**src/rtl/pipeline_control_unit_pkg.sv**
```systemverilog
// Shared types and constants for the pipeline stall/flush sequencer.
//   pcu_state_e : sequencer state (RUN, DRAIN, HALTED)
//   REG_ZERO    : hardwired-zero register index, never a hazard source
//   pcu_ctrl_t  : bundle of per-stage write enables and flushes
package pipeline_control_unit_pkg;

    typedef enum logic [1:0] {
        RUN    = 2'd0,
        DRAIN  = 2'd1,
        HALTED = 2'd2
    } pcu_state_e;

    localparam logic [3:0] REG_ZERO = 4'd0;

    typedef struct packed {
        logic pc_write;
        logic fd_write;
        logic fd_flush;
        logic de_write;
        logic de_flush;
        logic xm_write;
        logic mw_write;
    } pcu_ctrl_t;

    // Control patterns, field order as in pcu_ctrl_t
    localparam pcu_ctrl_t CTRL_RESET  = '{1'b0, 1'b0, 1'b1, 1'b0, 1'b1, 1'b0, 1'b0};
    localparam pcu_ctrl_t CTRL_FREEZE = '{1'b0, 1'b0, 1'b0, 1'b0, 1'b0, 1'b0, 1'b0};
    localparam pcu_ctrl_t CTRL_STALL  = '{1'b0, 1'b0, 1'b0, 1'b1, 1'b1, 1'b1, 1'b1};
    localparam pcu_ctrl_t CTRL_BRANCH = '{1'b1, 1'b1, 1'b1, 1'b1, 1'b0, 1'b1, 1'b1};
    localparam pcu_ctrl_t CTRL_DRAIN  = '{1'b0, 1'b1, 1'b1, 1'b1, 1'b0, 1'b1, 1'b1};
    localparam pcu_ctrl_t CTRL_PASS   = '{1'b1, 1'b1, 1'b0, 1'b1, 1'b0, 1'b1, 1'b1};

endpackage

```
**src/rtl/pipeline_control_unit_hazard_detect.sv**
```systemverilog
// hazard_detect: combinational hazard compare between F/D and D/X.
//   Inputs : D/X load/write/flag-write info and destination, F/D source
//            registers, their use flags, store and conditional-branch flags.
//   Output : stall_req - F/D must wait one cycle behind a bubble.
module hazard_detect
    import pipeline_control_unit_pkg::*;
(
    input  logic       mem_read_de,
    input  logic       reg_write_de,
    input  logic [3:0] rd_de,
    input  logic       flag_write_de,
    input  logic [3:0] rs_fd,
    input  logic [3:0] rt_fd,
    input  logic       use_rs_fd,
    input  logic       use_rt_fd,
    input  logic       store_fd,
    input  logic       cond_br_fd,
    output logic       stall_req
);

    logic load_dst;
    logic rs_hit;
    logic rt_hit;
    logic load_use;
    logic flag_hazard;

    always_comb begin
        load_dst    = mem_read_de & reg_write_de & (rd_de != REG_ZERO);
        rs_hit      = use_rs_fd & (rs_fd == rd_de);
        // Store data in rt is forwarded M->M, so it never needs the bubble
        rt_hit      = use_rt_fd & (rt_fd == rd_de) & ~store_fd;
        load_use    = load_dst & (rs_hit | rt_hit);
        flag_hazard = cond_br_fd & flag_write_de;
        stall_req   = load_use | flag_hazard;
    end

endmodule

```
**src/rtl/pipeline_control_unit.sv**
```systemverilog
// pipeline_control_unit: stall/flush sequencer for the 5-stage pipeline.
//   Inputs : clk, rst (sync, active-high), mem_busy, D/X and F/D instruction
//            descriptors (load, writes, registers, branch, HLT).
//   Outputs: pc_write, fd_write/fd_flush, de_write/de_flush, xm_write,
//            mw_write (all same-cycle), halted, stall_count (saturating).
module pipeline_control_unit
    import pipeline_control_unit_pkg::*;
#(
    parameter int unsigned DRAIN_CYCLES = 3,
    parameter int unsigned CNT_W        = 16
) (
    input  logic             clk,
    input  logic             rst,
    input  logic             mem_busy,
    input  logic             mem_read_de,
    input  logic             reg_write_de,
    input  logic [3:0]       rd_de,
    input  logic             flag_write_de,
    input  logic [3:0]       rs_fd,
    input  logic [3:0]       rt_fd,
    input  logic             use_rs_fd,
    input  logic             use_rt_fd,
    input  logic             store_fd,
    input  logic             cond_br_fd,
    input  logic             br_taken_fd,
    input  logic             hlt_fd,
    output logic             pc_write,
    output logic             fd_write,
    output logic             fd_flush,
    output logic             de_write,
    output logic             de_flush,
    output logic             xm_write,
    output logic             mw_write,
    output logic             halted,
    output logic [CNT_W-1:0] stall_count
);

    localparam int unsigned DRAIN_W = (DRAIN_CYCLES > 1) ? $clog2(DRAIN_CYCLES) : 1;

    pcu_state_e         state;
    logic [DRAIN_W-1:0] drain_cnt;
    logic               stall_req;
    logic               start_drain;
    pcu_ctrl_t          ctrl;

    hazard_detect u_hazard_detect (
        .mem_read_de   (mem_read_de),
        .reg_write_de  (reg_write_de),
        .rd_de         (rd_de),
        .flag_write_de (flag_write_de),
        .rs_fd         (rs_fd),
        .rt_fd         (rt_fd),
        .use_rs_fd     (use_rs_fd),
        .use_rt_fd     (use_rt_fd),
        .store_fd      (store_fd),
        .cond_br_fd    (cond_br_fd),
        .stall_req     (stall_req)
    );

    // Output priority: reset, HALTED, mem_busy freeze, then RUN events
    always_comb begin
        ctrl        = CTRL_FREEZE;
        start_drain = 1'b0;
        if (rst) begin
            ctrl = CTRL_RESET;
        end else begin
            unique case (state)
                RUN: begin
                    if (mem_busy)         ctrl = CTRL_FREEZE;
                    else if (stall_req)   ctrl = CTRL_STALL;
                    else if (br_taken_fd) ctrl = CTRL_BRANCH;
                    else if (hlt_fd) begin
                        ctrl        = CTRL_DRAIN;
                        start_drain = 1'b1;
                    end else begin
                        ctrl = CTRL_PASS;
                    end
                end
                DRAIN:   ctrl = mem_busy ? CTRL_FREEZE : CTRL_DRAIN;
                HALTED:  ctrl = CTRL_FREEZE;
                default: ctrl = CTRL_FREEZE;
            endcase
        end
    end

    always_comb begin
        pc_write = ctrl.pc_write;
        fd_write = ctrl.fd_write;
        fd_flush = ctrl.fd_flush;
        de_write = ctrl.de_write;
        de_flush = ctrl.de_flush;
        xm_write = ctrl.xm_write;
        mw_write = ctrl.mw_write;
        halted   = ~rst & (state == HALTED);
    end

    always_ff @(posedge clk) begin
        if (rst) begin
            state       <= RUN;
            drain_cnt   <= '0;
            stall_count <= '0;
        end else begin
            // Every RUN cycle with the PC held counts, including mem_busy and HLT
            if ((state == RUN) && !ctrl.pc_write && (stall_count != '1))
                stall_count <= stall_count + CNT_W'(1);
            unique case (state)
                RUN: begin
                    if (start_drain) begin
                        state     <= DRAIN;
                        drain_cnt <= DRAIN_W'(DRAIN_CYCLES - 1);
                    end
                end
                DRAIN: begin
                    if (!mem_busy) begin
                        if (drain_cnt == '0) state <= HALTED;
                        else                 drain_cnt <= drain_cnt - DRAIN_W'(1);
                    end
                end
                HALTED:  state <= HALTED;
                default: state <= RUN;
            endcase
        end
    end

endmodule

```
**config.mk**
```make
export PLATFORM = sky130hd
export DESIGN_NAME = pipeline_control_unit
export DESIGN_NICKNAME = d
export VERILOG_FILES = /design/src/rtl/pipeline_control_unit_pkg.sv /design/src/rtl/pipeline_control_unit_hazard_detect.sv /design/src/rtl/pipeline_control_unit.sv
export SDC_FILE = /design/constraint.sdc
export NUM_CORES = 1
export LEC_CHECK = 0
export ABC_AREA = 1
export BUFFER_PORTS_ARGS = -buffer_cell sky130_fd_sc_hd__buf_2
export CAP_MARGIN = 20
export CELL_PAD_IN_SITES_DETAIL_PLACEMENT = 0
export CELL_PAD_IN_SITES_GLOBAL_PLACEMENT = 1
export CORE_ASPECT_RATIO = 0.7
export CORE_MARGIN = 5
export CORE_UTILIZATION = 39
export CTS_CLUSTER_SIZE = 20
export DETAILED_ROUTE_END_ITERATION = 8
export GPL_TIMING_DRIVEN = 0
export PLACE_DENSITY = 0.92
export SLEW_MARGIN = 30
export SYNTH_ARGS = -nofsm -noshare
export SYNTH_HDL_FRONTEND = slang
export SYNTH_SLANG_ARGS = --single-unit
```
**constraint.sdc**
```tcl
create_clock -name clk -period 2.9 [get_ports clk]
set_input_delay 0.29 -clock clk [delete_from_list [all_inputs] [get_ports clk]]
set_output_delay 0.29 -clock clk [all_outputs]
set_load 0.01 [all_outputs]
```
After elaboration in Yosys (flattened, before gate mapping)

Index checks and enable logic that the tools add are counted.
W data, S select, Z words.

Logic and storage cells: 56
Register bits: 20

Reduce and logical (&&, ||, !) cells: 9
Mux-type cells: 21
Add/subtract/negate cells: 2
Equality and inequality tests: 9
Bitwise operators: 12

Operators with widths:

| cell                    | count |
|---|---|
| $mux W7                 | 5 |
| $add A16 B1 Y16 const B | 1 |
| $ne A16 B16 Y1 const B  | 1 |
| $pmux W7 S2             | 1 |
| $mux W2                 | 6 |
| $and A1 B1 Y1           | 8 |
| $eq A4 B4 Y1            | 2 |
| $ne A2 B2 Y1 const B    | 4 |
| $mux W1                 | 6 |
| $mux W6                 | 1 |
| $pmux W2 S3             | 1 |
| $logic_not A2 Y1        | 2 |
| $pmux W2 S2             | 1 |
| $reduce_and A4 Y1       | 1 |
| $reduce_bool A4 Y1      | 1 |
| $reduce_and A3 Y1       | 1 |
| $eq A2 B1 Y1 const B    | 1 |
| $eq A2 B2 Y1 const B    | 1 |
| $logic_and A1 B1 Y1     | 2 |
| $not A1 Y1              | 2 |
| $or A1 B1 Y1            | 2 |
| $reduce_bool A2 Y1      | 1 |
| $sub A2 B1 Y2 const B   | 1 |
| $logic_not A1 Y1        | 1 |

Longest topological paths before layout

Depth after elaboration: 13
Gate-level depth with buffers: 13
Mapped depth without buffers: 13

Cells and area by module

A second synthesis with hierarchy kept.

Cells, all modules: 254
Area, all modules: 1,493.9 um^2

By module, submodules not included:

| module                | cells each | area each (um^2) | instances |
|---|---|---|---|
| pipeline_control_unit | 207        | 1,301.2          | 1 |
| hazard_detect         | 47         | 192.7            | 1 |

Worst setup path after synthesis

No wires, ideal clock.

Path type: flip-flop to output port
Start: reg state[0]
End: out pc_write
Slack: 1.284 ns
Data arrival time: 1.326 ns
Data required time: 2.610 ns
Path buffers: 2
Stages on the path, launching flop included: 9
Path through: dfxtp_1 > inv_1 > ha_1 > buf_4 > inv_1 > nor2_4 > nand4_4 > buf_6 > inv_1

Longest elaborated chain between the ends: 3
Elaborated cells on any way between the ends: 4

RTL lines:

| what                                                    | line                         | text |
|---|---|---|
| start, declared                                         | pipeline_control_unit.sv:40  | `pcu_state_e state;` |
| start signal, assigned                                  | pipeline_control_unit.sv:99  | `state <= RUN;` |
| start signal, assigned                                  | pipeline_control_unit.sv:109 | `state <= DRAIN;` |
| start signal, assigned                                  | pipeline_control_unit.sv:115 | `if (drain_cnt == '0) state <= HALTED;` |
| $eq A2 B1 Y1 / $logic_not A2 Y1 (equally long branches) | pipeline_control_unit.sv:67  | `unique case (state)` |
| $pmux W7 S2 *                                           | pipeline_control_unit.sv:67  |  |
| $mux W7 *                                               | pipeline_control_unit.sv:64  | `if (rst) begin` |
| end, declared                                           | pipeline_control_unit.sv:27  | `output logic pc_write,` |

Every way passes the cells marked *; elsewhere a longest branch is shown, timed or not.

Worst setup path after layout

Same ends and word-level chain as after synthesis.

==> impl_metrics.json <==
{
  "cts_setup_buffers": 0,
  "antenna_left": 0,
  "dieHeight_um": 64.7,
  "clkTransAtPathRegs_ps": 80,
  "synth-seq-area-share": 0.240,
  "dp.cells": 341,
  "vias": 1643,
  "path_delay_family": "buffers and inverters",
  "synth_top_area_cell": "dfxtp_1",
  "syn_nets": 272,
  "ff2ff_path_depth": 7,
  "synthCells": 243,
  "synthArstFlopShare": 0,
  "dieWidth_um": 88.2,
  "grt_pass1_vias": 1456,
  "synth.avg_cell_area_sq_um": 6.86,
  "die-area_sq_um": 5710,
  "finalSetupViolCount": 0,
  "syn2layout_area_growth_pct": 20.2,
  "worstSetupStartpoint": "state[0]$_SDFFE_PP0P_",
  "drt-initial-drc-count": 87,
  "cts_resized": 0,
  "synth_cell_types": 34,
  "antenna_found_initial": 0,
  "worstSetupPathType": "register to output pin",
  "rsz0062_at_grt": "no",
  "p_leak_nw": 0.949,
  "final_core_util": 0.499,
  "start_util": 0.415,
  "worstMarginPinSlew_ps": 813,
  "cp-start-kind": "register",
  "finalHoldViolCount": 0,
  "numPortBuffers": 46,
  "cts.htree.levels": 1,
  "hold_end": "stall_count[6]$_SDFFE_PP0P_",
  "rows": 19,
  "cts_root_buffer": "clkbuf_8",
  "path_common_cell": "inv_1",
  "antenna_cells": 0,
  "pin_count": 48,
  "critPathMaxStageDelay_ps": 320,
  "syn_area_sq_um": 1670,
  "grt_overflow": 0,
  "setup_tns_ps": 0,
  "post_dp_cell_area_sq_um": 1960,
  "grt_max_degree": 11,
  "maxSlewViolCount": 0,
  "status": "finished clean",
  "r2r_end": "stall_count[14]$_SDFFE_PP0P_",
  "synth_edf_count": 0,
  "timing.final.crit_share": 0.744,
  "hold_buffers": 0,
  "hp-start": "rst",
  "cts_tree": "done",
  "r2r-start": "stall_count[1]$_SDFFE_PP0P_",
  "first_pass_iters": 6,
  "via_per_inst": 4.78,
  "required_ps": 2610,
  "synthTopCellsByCount": "nand2_1 (51), inv_1 (29), nor2_1 (29)",
  "cp_cell_sequence": "inv_1 -> ha_1 -> buf_4 -> inv_1 -> nor2_4 -> nand4_4 -> buf_6 -> inv_1 -> buf_2",
  "drc": 0,
  "drive_above_1_share": 0.329,
  "hp-class": "input pin to register",
  "grt_first_pass_wirelength_um": 6890,
  "period_needed_ps": 2160,
  "hpwl_um": 3410,
  "r2r_slack_ps": 1050,
  "max_freq_mhz": 463,
  "synth_top_area_share": 0.240,
  "critPathArrivalTime_ps": 1870,
  "synth_flop_cell": "dfxtp_1",
  "yosysWarnings": 0,
  "numCtsBuffers": 3,
  "ir_drop_uv": 450,
  "stdcell_area_sq_um": 2000,
  "clock-sinks": 20,
  "powerDensity_nw_per_um2": 609,
  "cap_violations": 0,
  "netlist_top_cells_area": "dfxtp_1 (24%), nand2_1 (11%), inv_1 (6.5%)",
  "wl_per_cell_um": 12.2,
  "core_sq_um": 4020,
  "finClkSkew_ps": 1.93,
  "place_congestion": 0.881,
  "fin_cells": 344,
  "nNetsFinal": 323,
  "relSlewSlack": 0.458,
  "synth_seq_cells": 20,
  "synth_most_common_cell": "nand2_1",
  "track_usage": 0.150,
  "cts_max_path_buffers": 2,
  "critPathBufInv": 6,
  "insertion_delay_ps": 260,
  "wl_um": 4200,
  "worstPathMaxFanout": 10,
  "critPathSlowestCell": "dfxtp_1",
  "worst_hold_path.num_cells": 2,
  "critPathCaptureType": "output pin"
}
-- cells in the final DEF (no fill, tap or decap), types with 2 or more instances in the layout --
master and n:
inv_1 29, inv_2 3, buf_6 2, buf_2 46, nor2_4 2, a21oi_1 8
nor2_2 3, xor2_1 7, nand3_1 11, buf_4 3, o21ai_0 2, nand3_2 2
ha_1 5, nor2_1 29, xnor2_1 6, clkbuf_8 3, nor3_1 4, nand4_1 16
clkbuf_1 3, nand3_4 2, dfxtp_1 20, nand2_1 51, a21oi_2 9, nand2_2 14
-- layout make-up --
| class | instances | area, sq um |
|---|---|---|
| Clock buffer | 3 | 41.3 |
| Tap cell | 52 | 65.1 |
| Multi-Input combinational cell | 181 | 1060 |
| Inverter | 33 | 129 |
| Timing Repair Buffer | 46 | 230 |
| Buffer | 9 | 76.3 |
| Sequential cell | 20 | 400 |
| Fill cell | 405 | 2010 |
-- per-stage QoR --
stage | setup slack, ps | power [mW] | hold slack [ps]
floorplan | 1280 | 0.860 | 480
global placement | 1020 | 1.03 | 505
detailed placement | 1020 | 1.04 | 503
CTS | 732 | 1.23 | 238
global route | 585 | 1.32 | 250
finish | 742 | 1.22 | 237
-- logic make-up (layout without fill, tap and decap cells) --
kind of cell,count (synthesis),in the layout,share of synthesized area
compound gates,25,25,0.104
xor+xnor,13,13,0.0683
fa+ha+maj,5,5,0.0375
flops,20,20,0.240
simple gates,138,138,0.428
buf+inv,42,91,0.123
-- sequential cells by signal, indices dropped and copies added (netlist names) --
name         count
stall_count     16
drain_cnt        2
state            2
-- worst reg2reg max path, stage by stage (launching register included) --
cell	delay, ps
dfxtp_1	420
ha_1	260
nand2_2	100
nor3_4	240
nand3_4	150
clkbuf_1	270
nand4_1	210
a21oi_2	70
-- worst max-delay path by stage --
stage / end / slack (ps) / cells after the start
detailed placement: pc_write / 1020 / 9
CTS: pc_write / 730 / 9
finish: pc_write / 740 / 9
global route: pc_write / 580 / 9
floorplan: pc_write / 1280 / 8
global placement: fd_flush / 1020 / 7
-- routing by layer --
metal	vias to the layer above	share of wire	track usage
li1	885	-	-
met5	-	0	0
met4	0	0.0045	0.0226
met1	725	0.54	0.232
met2	31	0.40	0.215
met3	2	0.058	0.0354
-- power by group --
| group | switching [mW] | internal, mW | total, mW | leakage (nW) |
|---|---|---|---|---|
| clock | 0.0946 | 0.0926 | 0.187 | 0.0216 |
| combinational | 0.430 | 0.254 | 0.684 | 0.765 |
| sequential | 0.0337 | 0.316 | 0.350 | 0.162 |
No activity file was read; power rests on OpenSTA's default activity.
